$ cat src/rtl/matmul_pkg.sv
// Shared types and constants for the matrix-multiply result path:
// streamer state encoding, data width and index-width helper.
package matmul_pkg;

    localparam int DATA_W = 32;

    typedef enum logic [2:0] {
        ST_IDLE   = 3'd0,
        ST_FILL   = 3'd1,
        ST_LOAD   = 3'd2,
        ST_STREAM = 3'd3,
        ST_DONE   = 3'd4
    } state_t;

    function automatic int calc_n_len(input int dim);
        return $clog2(dim);
    endfunction

endpackage

$ cat src/rtl/result_ram.sv
// One-write/one-read result buffer with a registered read port; the read
// register only updates when re is high, so it can serve as a held output.
module result_ram
    import matmul_pkg::*;
#(
    parameter int DEPTH = 64,
    parameter int AW    = 6
) (
    input  logic              clk,
    input  logic              rst_n,
    input  logic              we,
    input  logic [AW-1:0]     wr_addr,
    input  logic [DATA_W-1:0] wr_data,
    input  logic              re,
    input  logic [AW-1:0]     rd_addr,
    output logic [DATA_W-1:0] rd_data
);

    logic [DATA_W-1:0] mem_r [DEPTH];
    logic [DATA_W-1:0] rd_data_r;

    // Storage array: no reset, contents are only meaningful after a fill
    always_ff @(posedge clk) begin
        if (we) begin
            mem_r[wr_addr] <= wr_data;
        end
    end

    // Synchronous read register, cleared by reset and held while re is low
    always_ff @(posedge clk or negedge rst_n) begin
        if (!rst_n) begin
            rd_data_r <= '0;
        end else if (re) begin
            rd_data_r <= mem_r[rd_addr];
        end else begin
            rd_data_r <= rd_data_r;
        end
    end

    assign rd_data = rd_data_r;

endmodule

$ cat src/rtl/result_streamer.sv
// Collects the n x n result matrix in any write order, then streams it
// row-major to the file writer over a strobe/acknowledge handshake.
module result_streamer
    import matmul_pkg::*;
#(
    parameter int n     = 8,
    parameter int n_len = calc_n_len(n)
) (
    input  logic              clk,
    input  logic              rst_n,
    input  logic              start,
    input  logic              wr_en,
    input  logic [n_len:0]    wr_i,
    input  logic [n_len:0]    wr_j,
    input  logic [DATA_W-1:0] wr_data,
    output logic              busy,
    output logic [DATA_W-1:0] value,
    output logic              value_stb,
    input  logic              value_ack,
    output logic [n_len:0]    i,
    output logic [n_len:0]    j,
    output logic              done
);

    localparam int CELLS = n * n;
    localparam int AW    = (CELLS > 1) ? $clog2(CELLS) : 1;
    localparam int IW    = n_len + 1;
    localparam logic [IW-1:0] LAST_IDX = IW'(n - 1);
    localparam logic [IW-1:0] IDX_ONE  = IW'(1);
    localparam logic [IW-1:0] IDX_LIM  = IW'(n);

    state_t           state_r;
    logic [CELLS-1:0] bitmap_r;
    logic [IW-1:0]    i_r;
    logic [IW-1:0]    j_r;
    logic             stb_r;
    logic             done_r;
    logic             busy_r;

    logic             wr_ok_s;
    logic [AW-1:0]    wr_addr_s;
    logic [AW-1:0]    rd_addr_s;
    logic [CELLS-1:0] set_mask_s;
    logic             fill_full_s;
    logic             ram_we_s;
    logic             ram_re_s;

    // Decode the incoming write and form the streaming read address
    always_comb begin
        wr_ok_s    = 1'b0;
        wr_addr_s  = '0;
        set_mask_s = '0;
        rd_addr_s  = AW'(int'(i_r) * n + int'(j_r));
        if (wr_en && (wr_i < IDX_LIM) && (wr_j < IDX_LIM)) begin
            wr_ok_s               = 1'b1;
            wr_addr_s             = AW'(int'(wr_i) * n + int'(wr_j));
            set_mask_s[wr_addr_s] = 1'b1;
        end else begin
            wr_ok_s = 1'b0;
        end
    end

    // A same-cycle write counts toward completion of the fill
    assign fill_full_s = &(bitmap_r | set_mask_s);
    assign ram_we_s    = wr_ok_s && (state_r == ST_FILL);
    assign ram_re_s    = (state_r == ST_LOAD);

    result_ram #(
        .DEPTH (CELLS),
        .AW    (AW)
    ) u_ram (
        .clk     (clk),
        .rst_n   (rst_n),
        .we      (ram_we_s),
        .wr_addr (wr_addr_s),
        .wr_data (wr_data),
        .re      (ram_re_s),
        .rd_addr (rd_addr_s),
        .rd_data (value)
    );

    // Control FSM with fill bitmap, stream indices and registered handshake outputs
    always_ff @(posedge clk or negedge rst_n) begin
        if (!rst_n) begin
            state_r  <= ST_IDLE;
            bitmap_r <= '0;
            i_r      <= '0;
            j_r      <= '0;
            stb_r    <= 1'b0;
            done_r   <= 1'b0;
            busy_r   <= 1'b0;
        end else begin
            case (state_r)
                ST_IDLE: begin
                    done_r <= 1'b0;
                    if (start) begin
                        bitmap_r <= '0;
                        state_r  <= ST_FILL;
                    end
                end
                ST_FILL: begin
                    if (wr_ok_s) begin
                        bitmap_r <= bitmap_r | set_mask_s;
                        if (fill_full_s) begin
                            i_r     <= '0;
                            j_r     <= '0;
                            busy_r  <= 1'b1;
                            state_r <= ST_LOAD;
                        end
                    end
                end
                ST_LOAD: begin
                    stb_r   <= 1'b1;
                    state_r <= ST_STREAM;
                end
                ST_STREAM: begin
                    if (value_ack) begin
                        stb_r <= 1'b0;
                        if ((i_r == LAST_IDX) && (j_r == LAST_IDX)) begin
                            done_r  <= 1'b1;
                            state_r <= ST_DONE;
                        end else begin
                            if (j_r == LAST_IDX) begin
                                j_r <= '0;
                                i_r <= i_r + IDX_ONE;
                            end else begin
                                j_r <= j_r + IDX_ONE;
                            end
                            state_r <= ST_LOAD;
                        end
                    end
                end
                ST_DONE: begin
                    done_r  <= 1'b0;
                    busy_r  <= 1'b0;
                    state_r <= ST_IDLE;
                end
                default: begin
                    state_r <= ST_IDLE;
                    stb_r   <= 1'b0;
                    done_r  <= 1'b0;
                    busy_r  <= 1'b0;
                end
            endcase
        end
    end

    assign busy      = busy_r;
    assign value_stb = stb_r;
    assign i         = i_r;
    assign j         = j_r;
    assign done      = done_r;

endmodule

$ cat config.mk
export PLATFORM = sky130hd
export DESIGN_NAME = result_streamer
export DESIGN_NICKNAME = d
export VERILOG_FILES = /design/src/rtl/matmul_pkg.sv /design/src/rtl/result_ram.sv /design/src/rtl/result_streamer.sv
export SDC_FILE = /design/constraint.sdc
export NUM_CORES = 2
export LEC_CHECK = 0
export CORE_MARGIN = 3
export CORE_UTILIZATION = 50
export CTS_CLUSTER_DIAMETER = 150
export CTS_CLUSTER_SIZE = 30
export DETAILED_ROUTE_END_ITERATION = 16
export PLACE_DENSITY = 0.69
export RECOVER_POWER = 50
export SYNTH_ARGS = -nofsm -noshare
export SYNTH_HDL_FRONTEND = slang
export SYNTH_HIERARCHICAL = 1
export SYNTH_SLANG_ARGS = --single-unit
export TNS_END_PERCENT = 100
$ cat constraint.sdc
create_clock -name clk -period 11.6 [get_ports clk]
set_input_delay 2.32 -clock clk [delete_from_list [all_inputs] [get_ports clk]]
set_output_delay 2.32 -clock clk [all_outputs]
set_load 0.005 [all_outputs]
==> results.md <==
- During synthesis, Yosys emitted a total of 6 warnings.
- The maximum clock rate is 143 MHz.
- The number of antenna violations at the first check in global routing is 8.
- In the final layout, the share of cells above drive strength 1 is 16.0%.
- Setup repair after global routing left no endpoint under its margin.
- The die covers 173,000 um2.
- The worst slew slack as a fraction of its limit is -183%.
- TritonCTS built the clock tree.
- Once placement finished, the instance area stood at 87,500 um2.
- The die extent in y is 416 um.
- In the routed design, unresolved DRC markers number 0.
- The H-tree generated during clock tree synthesis spans 3 levels.
- Once the floorplan was initialized, standard cells occupied 50.7% of the core.
- At the worst endpoint, the arrival time is 7.04 ns.
- After legalization and detailed placement, the total HPWL measured 125,000 um.
- The count of antenna-violating nets left after detailed routing is 0.
- The final core area utilization is 54.0%.
- The leakage power of the design is 28.4 nW.
- Yosys mapped a number of flops with a built-in enable equal to 2,048.
- The clock network is responsible for 28.8% of the overall power.
- The commonest cells after synthesis are 2,048 x sky130_fd_sc_hd__edfxtp_1, 353 x sky130_fd_sc_hd__mux4_2, 322 x sky130_fd_sc_hd__mux2i_1.
- The analysis attributes to net switching a power of 2.43 mW.
- Internal power comes to 9.91 mW.
- In this run the clock root is driven by a sky130_fd_sc_hd__clkbuf_16.
- The largest individual stage delay along the critical path comes from the cell sky130_fd_sc_hd__clkbuf_1.
- Ranked by total cell area, the synthesized netlist is headed by sky130_fd_sc_hd__edfxtp_1 73%, sky130_fd_sc_hd__mux4_2 9.4%, sky130_fd_sc_hd__mux2i_1 3.8%.
- The worst setup path is captured at an asynchronous set/reset pin.
- Sequential elements use 76.3% of the synthesized area.
- On the final layout, the worst clock skew is 0.0428 ns.
- In this run the worst hold path is classified as reg -> reg.
- The worst setup path is of the in -> async kind.
- Buffers inserted to repair hold after CTS numbered 0.
- For this block, the via count after detailed routing is 41,800.
- The signed area change from the synthesized netlist to the final layout is 6.46%.
- After detailed routing, the average wire length per cell comes to 32.4 um.
- Counting distinct cell types in the post-synthesis netlist gives 58.
- The number of endpoints with negative hold slack in the final report is 0.
- The total global routing overflow is 0.
- No sink is reached through more buffers than the 3 on the longest clock path.
- The overall global routing resource usage is 24.0%.
- The via count of the first global-routing pass is 40,000.
- In the synthesized netlist, the number of instances is 4,307.
- The tool flagged a number of max-cap violations equal to 34.
- The primary flip-flop cell chosen by synthesis mapping is sky130_fd_sc_hd__edfxtp_1.
- The first-pass GRT wire length is 298,000 um.
- Along the worst path, the maximum fanout reaches 59.
- The fraction of registers with async set/reset is 5.10%.
- The worst path required time is 11.64 ns.
- The largest area contributor in the synthesized netlist is sky130_fd_sc_hd__edfxtp_1.
- In this run, synthesis produced a sequential element count of 2,158.
- The floorplan has 149 rows.
- The flow ran to the end, but the final reports show violations.
- The actual slew at the worst max-slew pin is 4.25 ns.
- The clock latency reported for the late side of the worst-skew pair is 0.75 ns.
- The combinational fraction of design power is 1.9%.
- The most used cell along the critical path is sky130_fd_sc_hd__clkbuf_1.
- The detailed router finished its first iteration with 5,404 violations.
- The clock edge transition at the registers on the reported setup and hold paths is 0.12 ns.
- Post-CTS repair changed the size of 0 cells.
- The core area is 166,000 um2.
- The most instantiated library cell after synthesis is sky130_fd_sc_hd__edfxtp_1.
- The number of failing setup endpoints in the final timing report is 0.
- The final reports fail on capacitance limit, slew limit.
- Pin placement for this block handled 88 I/O pins.
- In the final design database the tool counted 4,332 nets.
- The number of detailed-route iterations in the first pass is 5.
- The die is 416 um wide.
- Power spread over the standard cell area amounts to 138 nW/um2.
- The dominant delay contributor by cell family on the critical path is buffers and inverters.
- The final design area excluding fillers is 89,700 um2.
- The congestion estimate from routability-driven global placement came to 0.877.
- In this run the biggest area consumer among cell types represents 73.0% of the synthesized area.
- The netlist area before placement is 84,200 um2.
- The maximum VDD drop is 0.122 mV.
- The count of buffer and inverter cells on the critical path is 2.
- The critical path goes through clkbuf_1, clkbuf_1.
- Buffers inserted during clock tree synthesis total 81.
- Using the TritonRoute via totals, the vias-per-cell ratio works out to 6.41.
- The number of max-slew violations in the final report is 2,176.
- Sequential cells burn 69.3% of the power.
- The shortest clock period the worst path allows after layout is 7.00 ns.
- The largest single stage delay on the critical path is 2.68 ns.
- The largest net degree at the start of global routing is 157.
- The total wire length after detailed routing is 211,000 um.
- The total number of clock tree sinks is 2,158.
- Net switching is 19.7% of the power.
- The kind of start point of the critical path is a primary input.
- The synthesized area per cell is 19.6 um2.
- The period utilization is 60.4%.
- For the final routed database, the setup TNS stands at 0 ns.
- The number of buffers inserted to repair setup after CTS is 0.
- The number of port buffers is 87.
- The synthesized netlist net count is 4,358.
-- metal layers --
metal  share of wire (%)  GRT usage, %
met4                 3.9          7.82
met1                  40          34.9
met3                 8.1          3.61
met2                  48          37.8
met5                   0             0
-- power by group through the flow --
stage	logic (mW)	clock network (mW)	registers [mW]
4_1_cts	0.237	3.61	8.53
2_1_floorplan	0.0388	0	8.70
5_1_grt	0.242	3.87	8.55
3_3_place_gp	0.229	0	8.70
6_report	0.229	3.56	8.55
3_5_place_dp	0.238	0	8.70
-- flip-flops by register name, summed over array words and instances, names as in the netlist --
name,flops
busy,1
i,4
done,1
u_ram/mem_r,2048
state_r,3
bitmap_r,64
value_stb,1
u_ram/rd_data,32
j,4
-- logic make-up (layout without fill, tap and decap cells) --
group / after synthesis / in the layout / share of synthesized area, %
flops: 2158 / 2158 / 76.3
mux: 771 / 771 / 14.6
simple gates: 623 / 623 / 3.62
compound gates: 469 / 469 / 3.75
buf+inv: 277 / 292 / 1.64
fa+ha+maj: 6 / 6 / 0.0891
xor+xnor: 3 / 3 / 0.0490
other cells: 0 / 2 / 0
-- cell usage in the layout (no fill, tap or decap), types with 4 or more instances in the layout --
| master | n |
|---|---|
| sky130_fd_sc_hd__edfxtp_1 | 2048 |
| sky130_fd_sc_hd__mux4_2 | 353 |
| sky130_fd_sc_hd__mux2i_1 | 322 |
| sky130_fd_sc_hd__nor2_1 | 206 |
| sky130_fd_sc_hd__a21oi_1 | 111 |
| sky130_fd_sc_hd__dfrtp_1 | 107 |
| sky130_fd_sc_hd__nor2b_1 | 100 |
| sky130_fd_sc_hd__o22ai_1 | 97 |
| sky130_fd_sc_hd__mux2_2 | 95 |
| sky130_fd_sc_hd__nand2_1 | 89 |
| sky130_fd_sc_hd__clkbuf_16 | 82 |
| sky130_fd_sc_hd__nor4_1 | 80 |
| sky130_fd_sc_hd__clkbuf_1 | 71 |
| sky130_fd_sc_hd__a41oi_1 | 64 |
| sky130_fd_sc_hd__a211oi_1 | 63 |
| sky130_fd_sc_hd__nor2_4 | 62 |
| sky130_fd_sc_hd__buf_4 | 47 |
| sky130_fd_sc_hd__o21ai_0 | 43 |
| sky130_fd_sc_hd__clkdlybuf4s50_1 | 35 |
| sky130_fd_sc_hd__o221ai_1 | 33 |
| sky130_fd_sc_hd__o32ai_1 | 31 |
| sky130_fd_sc_hd__dlygate4sd3_1 | 19 |
| sky130_fd_sc_hd__a31oi_1 | 16 |
| sky130_fd_sc_hd__nand3_1 | 15 |
| sky130_fd_sc_hd__buf_2 | 15 |
| sky130_fd_sc_hd__and2_1 | 11 |
| sky130_fd_sc_hd__inv_1 | 9 |
| sky130_fd_sc_hd__nor3_1 | 9 |
| sky130_fd_sc_hd__nand4_1 | 7 |
| sky130_fd_sc_hd__buf_12 | 6 |
| sky130_fd_sc_hd__or3_1 | 5 |
| sky130_fd_sc_hd__nand2b_1 | 5 |
| sky130_fd_sc_hd__ha_1 | 5 |
| sky130_fd_sc_hd__o21a_1 | 4 |
| sky130_fd_sc_hd__nand3b_1 | 4 |
-- per-stage QoR --
step / power, mW / setup WS, ns / hold slack [ns] / std cells
finish: 12.3 / 4.60 / 0.508 / 6513
global route: 12.7 / 3.67 / 0.538 / 6512
CTS: 12.4 / 5.43 / 0.509 / 6511
detailed placement: 8.94 / 4.63 / 0.482 / 6387
global placement: 8.93 / 4.71 / 0.478 / 6387
floorplan: 8.74 / 4.99 / 0.451 / 4307
-- final cells by class --
cell class | count | area [um2]
Timing Repair Buffer | 158 | 1220
Multi-Input combinational cell | 1872 | 19100
Clock buffer | 117 | 2180
Sequential cell | 2158 | 64300
Tap cell | 2189 | 2740
Fill cell | 12500 | 76500
Inverter | 10 | 37.5
Antenna cell | 2 | 5.00
Clock inverter | 7 | 78.8
-- worst paths after layout --
check                        startpoint             endpoint  slack [ns]  cells after the start
max reg2reg                        j[2]    u_ram/rd_data[15]        6.48                      7
min in group asynchronous         rst_n         bitmap_r[50]        2.46                      1
min reg2reg                bitmap_r[52]         bitmap_r[52]        0.51                      2
max in group clk                wr_j[3]  u_ram/mem_r[38][30]        5.39                      7
min                        bitmap_r[52]         bitmap_r[52]        0.51                      2
max                               rst_n    u_ram/rd_data[23]        4.60                      2
Note: power is estimated with default switching activity, not from simulation.
